[src/rtl/mix_heat_sequencer_if.sv]
// rtl/mix_heat_sequencer_if.sv - lane request/duration inputs and valve/status outputs
interface mix_heat_sequencer_if #(
  parameter int NUM_SRC = 4,
  parameter int CNT_W   = 16
);
  localparam int ID_W = (NUM_SRC > 1) ? $clog2(NUM_SRC) : 1;

  logic [NUM_SRC-1:0] req;
  logic               abort;
  logic [CNT_W-1:0]   fill_cyc;
  logic [CNT_W-1:0]   mix_cyc;
  logic [CNT_W-1:0]   heat_cyc;
  logic [CNT_W-1:0]   drain_cyc;

  logic [NUM_SRC-1:0] src_valve;
  logic               mix_valve;
  logic               heat_en;
  logic               drain_valve;
  logic [ID_W-1:0]    grant_id;
  logic               busy;
  logic               done;
  logic               aborted;

  // Requesting side: sources and recipe timing.
  modport master (
    output req, abort, fill_cyc, mix_cyc, heat_cyc, drain_cyc,
    input  src_valve, mix_valve, heat_en, drain_valve, grant_id, busy, done, aborted
  );

  // Sequencer side.
  modport slave (
    input  req, abort, fill_cyc, mix_cyc, heat_cyc, drain_cyc,
    output src_valve, mix_valve, heat_en, drain_valve, grant_id, busy, done, aborted
  );
endinterface

[src/rtl/mix_heat_sequencer.sv]
// rtl/mix_heat_sequencer.sv - round-robin shared fill/mix/heat/drain lane sequencer
module mix_heat_sequencer #(
  parameter int NUM_SRC = 4,
  parameter int CNT_W   = 16
) (
  input  logic                 clk,
  input  logic                 rst_n,
  mix_heat_sequencer_if.slave  lane
);
  localparam int ID_W = (NUM_SRC > 1) ? $clog2(NUM_SRC) : 1;

  typedef enum logic [2:0] {S_IDLE, S_FILL, S_MIX, S_HEAT, S_DRAIN} state_t;

  state_t             state_q, state_d;
  logic [CNT_W-1:0]   cnt_q, cnt_d;
  logic [CNT_W-1:0]   mix_len_q, mix_len_d;
  logic [CNT_W-1:0]   heat_len_q, heat_len_d;
  logic [CNT_W-1:0]   drain_len_q, drain_len_d;
  logic [ID_W-1:0]    ptr_q, ptr_d;
  logic [ID_W-1:0]    gid_q, gid_d;
  logic               abort_seen_q, abort_seen_d;

  logic [NUM_SRC-1:0] src_q, src_d;
  logic               mixv_q, mixv_d;
  logic               heat_q, heat_d;
  logic               drainv_q, drainv_d;
  logic               busy_q, busy_d;
  logic               done_q, done_d;
  logic               aborted_q, aborted_d;

  logic               found;
  logic [ID_W-1:0]    arb_idx;
  logic [ID_W-1:0]    cand;
  logic               last;
  logic               run_end_abort;

  // Counter reload value: a phase of N cycles counts N-1 down to 0; N=0 behaves as 1.
  function automatic logic [CNT_W-1:0] reload(input logic [CNT_W-1:0] n);
    return (n == '0) ? '0 : n - CNT_W'(1);
  endfunction

  assign last          = (cnt_q == '0);
  assign run_end_abort = abort_seen_q | lane.abort;

  // Round-robin search: first requester at or above the pointer, wrapping.
  always_comb begin
    found   = 1'b0;
    arb_idx = '0;
    cand    = '0;
    for (int k = 0; k < NUM_SRC; k++) begin
      cand = ID_W'((int'(ptr_q) + k) % NUM_SRC);
      if (!found && lane.req[cand]) begin
        found   = 1'b1;
        arb_idx = cand;
      end
    end
  end

  // State, timing and datapath registers; outputs are registered alongside.
  always_ff @(posedge clk or negedge rst_n) begin
    if (!rst_n) begin
      state_q      <= S_IDLE;
      cnt_q        <= '0;
      mix_len_q    <= '0;
      heat_len_q   <= '0;
      drain_len_q  <= '0;
      ptr_q        <= '0;
      gid_q        <= '0;
      abort_seen_q <= 1'b0;
      src_q        <= '0;
      mixv_q       <= 1'b0;
      heat_q       <= 1'b0;
      drainv_q     <= 1'b0;
      busy_q       <= 1'b0;
      done_q       <= 1'b0;
      aborted_q    <= 1'b0;
    end else begin
      state_q      <= state_d;
      cnt_q        <= cnt_d;
      mix_len_q    <= mix_len_d;
      heat_len_q   <= heat_len_d;
      drain_len_q  <= drain_len_d;
      ptr_q        <= ptr_d;
      gid_q        <= gid_d;
      abort_seen_q <= abort_seen_d;
      src_q        <= src_d;
      mixv_q       <= mixv_d;
      heat_q       <= heat_d;
      drainv_q     <= drainv_d;
      busy_q       <= busy_d;
      done_q       <= done_d;
      aborted_q    <= aborted_d;
    end
  end

  // Next-state: grant in IDLE, walk phases on counter expiry, abort jumps to DRAIN.
  always_comb begin
    state_d      = state_q;
    cnt_d        = last ? '0 : cnt_q - CNT_W'(1);
    mix_len_d    = mix_len_q;
    heat_len_d   = heat_len_q;
    drain_len_d  = drain_len_q;
    ptr_d        = ptr_q;
    gid_d        = gid_q;
    abort_seen_d = abort_seen_q;
    case (state_q)
      S_IDLE: begin
        if (found) begin
          state_d      = S_FILL;
          cnt_d        = reload(lane.fill_cyc);
          mix_len_d    = lane.mix_cyc;
          heat_len_d   = lane.heat_cyc;
          drain_len_d  = lane.drain_cyc;
          gid_d        = arb_idx;
          ptr_d        = ID_W'((int'(arb_idx) + 1) % NUM_SRC);
          abort_seen_d = 1'b0;
        end
      end
      S_FILL, S_MIX, S_HEAT: begin
        if (lane.abort) begin
          state_d      = S_DRAIN;
          cnt_d        = reload(drain_len_q);
          abort_seen_d = 1'b1;
        end else if (last) begin
          if (state_q == S_FILL) begin
            state_d = S_MIX;
            cnt_d   = reload(mix_len_q);
          end else if (state_q == S_MIX) begin
            state_d = S_HEAT;
            cnt_d   = reload(heat_len_q);
          end else begin
            state_d = S_DRAIN;
            cnt_d   = reload(drain_len_q);
          end
        end
      end
      S_DRAIN: begin
        if (lane.abort) abort_seen_d = 1'b1;
        if (last) state_d = S_IDLE;
      end
      default: state_d = S_IDLE;
    endcase
  end

  // Output decode from the upcoming state so every output is a flop.
  always_comb begin
    src_d     = '0;
    mixv_d    = 1'b0;
    heat_d    = 1'b0;
    drainv_d  = 1'b0;
    busy_d    = (state_d != S_IDLE);
    done_d    = (state_q == S_DRAIN) && last && !run_end_abort;
    aborted_d = (state_q == S_DRAIN) && last && run_end_abort;
    case (state_d)
      S_FILL: begin
        src_d  = NUM_SRC'(1) << gid_d;
        mixv_d = 1'b1;
      end
      S_HEAT:  heat_d   = 1'b1;
      S_DRAIN: drainv_d = 1'b1;
      default: ;
    endcase
  end

  assign lane.src_valve   = src_q;
  assign lane.mix_valve   = mixv_q;
  assign lane.heat_en     = heat_q;
  assign lane.drain_valve = drainv_q;
  assign lane.grant_id    = gid_q;
  assign lane.busy        = busy_q;
  assign lane.done        = done_q;
  assign lane.aborted     = aborted_q;

  a_valve_excl: assert property (@(posedge clk) disable iff (!rst_n)
    $onehot0({(|src_q) | mixv_q, heat_q, drainv_q}));

  a_src_in_fill: assert property (@(posedge clk) disable iff (!rst_n)
    (src_q != '0) |-> (state_q == S_FILL));
endmodule

[src/flat_wrapper.sv]
// flat-port wrapper written by rule: the top's interface ports become plain ports
module mix_heat_sequencer_flat 
#(
  parameter int NUM_SRC = 4,
  parameter int CNT_W   = 16
)
  (clk, rst_n, lane_req, lane_abort, lane_fill_cyc, lane_mix_cyc, lane_heat_cyc, lane_drain_cyc, lane_src_valve, lane_mix_valve, lane_heat_en, lane_drain_valve, lane_grant_id, lane_busy, lane_done, lane_aborted);
  mix_heat_sequencer_if #(.NUM_SRC(NUM_SRC), .CNT_W(CNT_W)) lane_i ();
  input  logic clk;
  input  logic rst_n;
  input wire logic [$bits(lane_i.req)-1:0] lane_req;
  input wire logic [$bits(lane_i.abort)-1:0] lane_abort;
  input wire logic [$bits(lane_i.fill_cyc)-1:0] lane_fill_cyc;
  input wire logic [$bits(lane_i.mix_cyc)-1:0] lane_mix_cyc;
  input wire logic [$bits(lane_i.heat_cyc)-1:0] lane_heat_cyc;
  input wire logic [$bits(lane_i.drain_cyc)-1:0] lane_drain_cyc;
  output wire logic [$bits(lane_i.src_valve)-1:0] lane_src_valve;
  output wire logic [$bits(lane_i.mix_valve)-1:0] lane_mix_valve;
  output wire logic [$bits(lane_i.heat_en)-1:0] lane_heat_en;
  output wire logic [$bits(lane_i.drain_valve)-1:0] lane_drain_valve;
  output wire logic [$bits(lane_i.grant_id)-1:0] lane_grant_id;
  output wire logic [$bits(lane_i.busy)-1:0] lane_busy;
  output wire logic [$bits(lane_i.done)-1:0] lane_done;
  output wire logic [$bits(lane_i.aborted)-1:0] lane_aborted;
  assign lane_i.req = lane_req;
  assign lane_i.abort = lane_abort;
  assign lane_i.fill_cyc = lane_fill_cyc;
  assign lane_i.mix_cyc = lane_mix_cyc;
  assign lane_i.heat_cyc = lane_heat_cyc;
  assign lane_i.drain_cyc = lane_drain_cyc;
  assign lane_src_valve = lane_i.src_valve;
  assign lane_mix_valve = lane_i.mix_valve;
  assign lane_heat_en = lane_i.heat_en;
  assign lane_drain_valve = lane_i.drain_valve;
  assign lane_grant_id = lane_i.grant_id;
  assign lane_busy = lane_i.busy;
  assign lane_done = lane_i.done;
  assign lane_aborted = lane_i.aborted;
  mix_heat_sequencer #(.NUM_SRC(NUM_SRC), .CNT_W(CNT_W)) u_core (.clk(clk), .rst_n(rst_n), .lane(lane_i));
endmodule
[config.mk]
export PLATFORM = sky130hd
export DESIGN_NAME = mix_heat_sequencer_flat
export DESIGN_NICKNAME = d
export VERILOG_FILES = /design/src/rtl/mix_heat_sequencer_if.sv /design/src/rtl/mix_heat_sequencer.sv /design/src/flat_wrapper.sv
export SDC_FILE = /design/constraint.sdc
export NUM_CORES = 1
export LEC_CHECK = 0
export ABC_AREA = 1
export BUFFER_PORTS_ARGS = -buffer_cell sky130_fd_sc_hd__buf_4
export CORE_UTILIZATION = 59
export CTS_CLUSTER_DIAMETER = 50
export DETAILED_ROUTE_END_ITERATION = 16
export GPL_TIMING_DRIVEN = 0
export PLACE_DENSITY = 0.91
export SYNTH_ARGS = -nofsm -noshare
export SYNTH_HDL_FRONTEND = slang
export SYNTH_SLANG_ARGS = --single-unit
[constraint.sdc]
create_clock -name clk -period 2.3 [get_ports clk]
set_input_delay 0.46 -clock clk [delete_from_list [all_inputs] [get_ports clk]]
set_output_delay 0.46 -clock clk [all_outputs]
set_load 0.02 [all_outputs]
==> impl_metrics.yaml <==
place:
  gp_congestion: 1.06
  io_buffers: 81
  dp_hpwl_um: 14100
global_routing:
  grt_pass1_wl_um: 30600
  grt_use_total_pct: 34.3
  grt_max_degree: 83
  grt_overflow: 0
  antenna_found_initial: 0
  grt_pass1_vias: 6750
status:
  status: "completed"
synthesis:
  netlist_instances: 1032
  synth_cell_types: 37
  synthTopCellsByArea: "dfrtp_1, nand2_1, nand3_1, nor2_1, inv_1"
  yosysTopAreaCellShare_pct: 32.2
  ys_ff_latch: 82
  synthArstFlopShare_pct: 100
  yosysTopAreaCell: "dfrtp_1"
  avgSynthCellArea_um2: 6.17
  yosysSeqAreaShare_pct: 32.2
  ys.warnings.count: 0
  netlist_area_um2: 6370
  synth.net_count: 1111
  synth_edf_count: 0
  synth_ff_type: "dfrtp_1"
worst_setup_path:
  worstSetupEndpointType: "flop"
  cp.required_ns: 2.54
  worstSetupPathType: "flop to flop"
  r2r_start: "u_core.cnt_q[0]$_DFF_PN0_"
  critPathLaunch: "u_core.cnt_q[0]$_DFF_PN0_"
  crit_fanout: 5
  critPathArrivalTime_ns: 2.43
  worstSetupStartpointType: "flop"
sta:
  finalCritPeriodShare_pct: 95.4
  fmax_mhz: 456
  hold_ws_ns: 0.283
  slew_headroom_pct: 31.6
  setup_viol: 0
  min_period_ns: 2.19
  worst_pin_slew_ns: 1.03
  final.setup_skew_ns: 0.0151
  final.setup.tns_ns: 0
  drv_slew: 0
  finalHoldViolCount: 0
die:
  core_area_um2: 10400
  die_w_um: 106
  die-area_um2: 11200
  placementRows: 37
  start_util_pct: 61.1
  dieHeight_um: 106
  io_pins: 83
power_and_ir_drop:
  power.leakage_nw: 3.73
  ir_drop_mv: 0.359
  p_total_w: 0.00301
  p_per_area_nw_per_um2: 405
final_layout:
  utilization_pct: 71.5
  layout.nets: 1204
  regArea_um2: 2050
  multi_input_area_um2: 3760
  drive_above_1_share_pct: 13.6
  antenna_cells: 0
  area_growth_pct: 17.0
  num-fill-cells: 876
routing:
  post-route-drc-count: 0
  wl_per_cell_um: 14.6
  via_per_inst: 5.71
  wirelength_um: 18500
  ant_nets: 0
  first_iter_violations: 776
  vias: 7217
  first_pass_iters: 8
clock_network:
  cts_tree: "built"
  insertion_delay_ns: 0.36
  cts_max_level: 3
  cts-buffers-inserted: 9
  clk_pin_slew_ns: 0.09
  cts-hold-fix-buffers: 0
  clockRootBuffer: "clkbuf_8"
  cts_sinks: 82
  clk_path_buf_depth: 2
min_path:
  hold_path_class: "primary input to asynchronous set/reset pin"
job:
  drv_cap: 0
==> state kept, by name, indices dropped and copies added (netlist names) <==
signal	cells
u_core.abort_seen_q	1
u_core.cnt_q	16
u_core.drain_len_q	16
u_core.heat_len_q	16
u_core.lane.aborted	1
u_core.lane.busy	1
u_core.lane.done	1
u_core.lane.drain_valve	1
u_core.lane.grant_id	2
u_core.lane.heat_en	1
u_core.lane.mix_valve	1
u_core.lane.src_valve	4
u_core.mix_len_q	16
u_core.ptr_q	2
u_core.state_q	3
==> worst paths after layout <==
check                                                    end  cells past startpoint  slack, ns
min                        u_core.heat_len_q[12]$_DFFE_PN0P_                      1       0.28
min in group clk           u_core.heat_len_q[14]$_DFFE_PN0P_                      3       0.29
max in group asynchronous          u_core.cnt_q[6]$_DFF_PN0_                      1       1.37
min reg2reg                       u_core.lane.done$_DFF_PN0_                      1       0.45
max reg2reg                       u_core.lane.busy$_DFF_PN0_                     10       0.11
max                               u_core.lane.busy$_DFF_PN0_                     10       0.11
==> worst max-delay path, cell delays in order, from the launching register on <==
cell and delay, ns:
dfrtp_1 0.36, inv_1 0.14, ha_1 0.23, inv_1 0.09, nor3_2 0.20, nand3_2 0.17
buf_4 0.20, o211ai_1 0.35, nand2_1 0.15, inv_1 0.12, nand3b_1 0.08
==> placed cells by master, fill, tap and decap left out, drive strengths merged, types with 11 or more instances in the layout <==
cell type	netlist	layout
buf	19	101
nand4	19	19
clkbuf	12	21
inv	111	111
nand2	346	346
dfrtp	82	82
nor3	11	11
o21ai	79	79
nand3	117	117
nor2	142	142
xor2	21	21
a21oi	33	33
==> report_power, final <==
part           internal (W)  switching (W)  leakage (nW)
Clock              0.000821       0.000534         0.125
Sequential          0.00144              0         0.854
Combinational      0.000105       0.000114          2.76
==> per-layer routing <==
metal | track usage, % | part of all wire [%]
met5 | 0 | 0
met3 | 7.85 | 10
met1 | 44.7 | 40
met2 | 56.2 | 47
met4 | 11.5 | 3.3
==> per-stage QoR <==
stage                     instances  worst slack (ns)  cell area [µm²]
after floorplan                1032             0.580             6370
after global placement         1249            0.0504             7150
after detailed placement       1249            0.0501             7150
after CTS                      1263            0.0236             7400
after global routing           1264           -0.0152             7450
final                          1264             0.107             7450
==> kinds of logic after synthesis <==
| kind of cell | synth area share (%) |
|---|---|
| and+or+nand+nor | 42.5 |
| buffers and inverters | 9.27 |
| AOI/OAI and AO/OA | 10.3 |
| DFF | 32.2 |
| xor gates and xnor gates | 4.22 |
| adders and majority gates | 1.57 |
==> Yosys cell counts, drive strengths merged (2+ instances only) <==
library cell	n
dfrtp	82
o21ai	79
clkinv	2
xor2	21
nand2	346
or2	9
nand4	19
nand3b	2
a21oi	33
inv	111
ha	8
nor2	142
xnor2	8
nand3	117
buf	19
nor3	11
clkbuf	12
o211ai	6
==> area by class of cell <==
| type | count | share of cell area [%] |
|---|---|---|
| Multi-Input combinational cell | 806 | 50.5 |
| Tap cell | 136 | 2.28 |
| Clock buffer | 9 | 1.66 |
| Buffer | 31 | 2.32 |
| Sequential cell | 82 | 27.5 |
| Clock inverter | 5 | 1.73 |
| Timing Repair Buffer | 82 | 8.26 |
| Inverter | 113 | 5.73 |
==> what timing repair did <==
action | in CTS | in global routing
gates resized for setup | 0 | 22
buffers inserted | 0 | 1
endpoints found under the setup margin | 0 | 23
(Power assumes the default switching activity.)
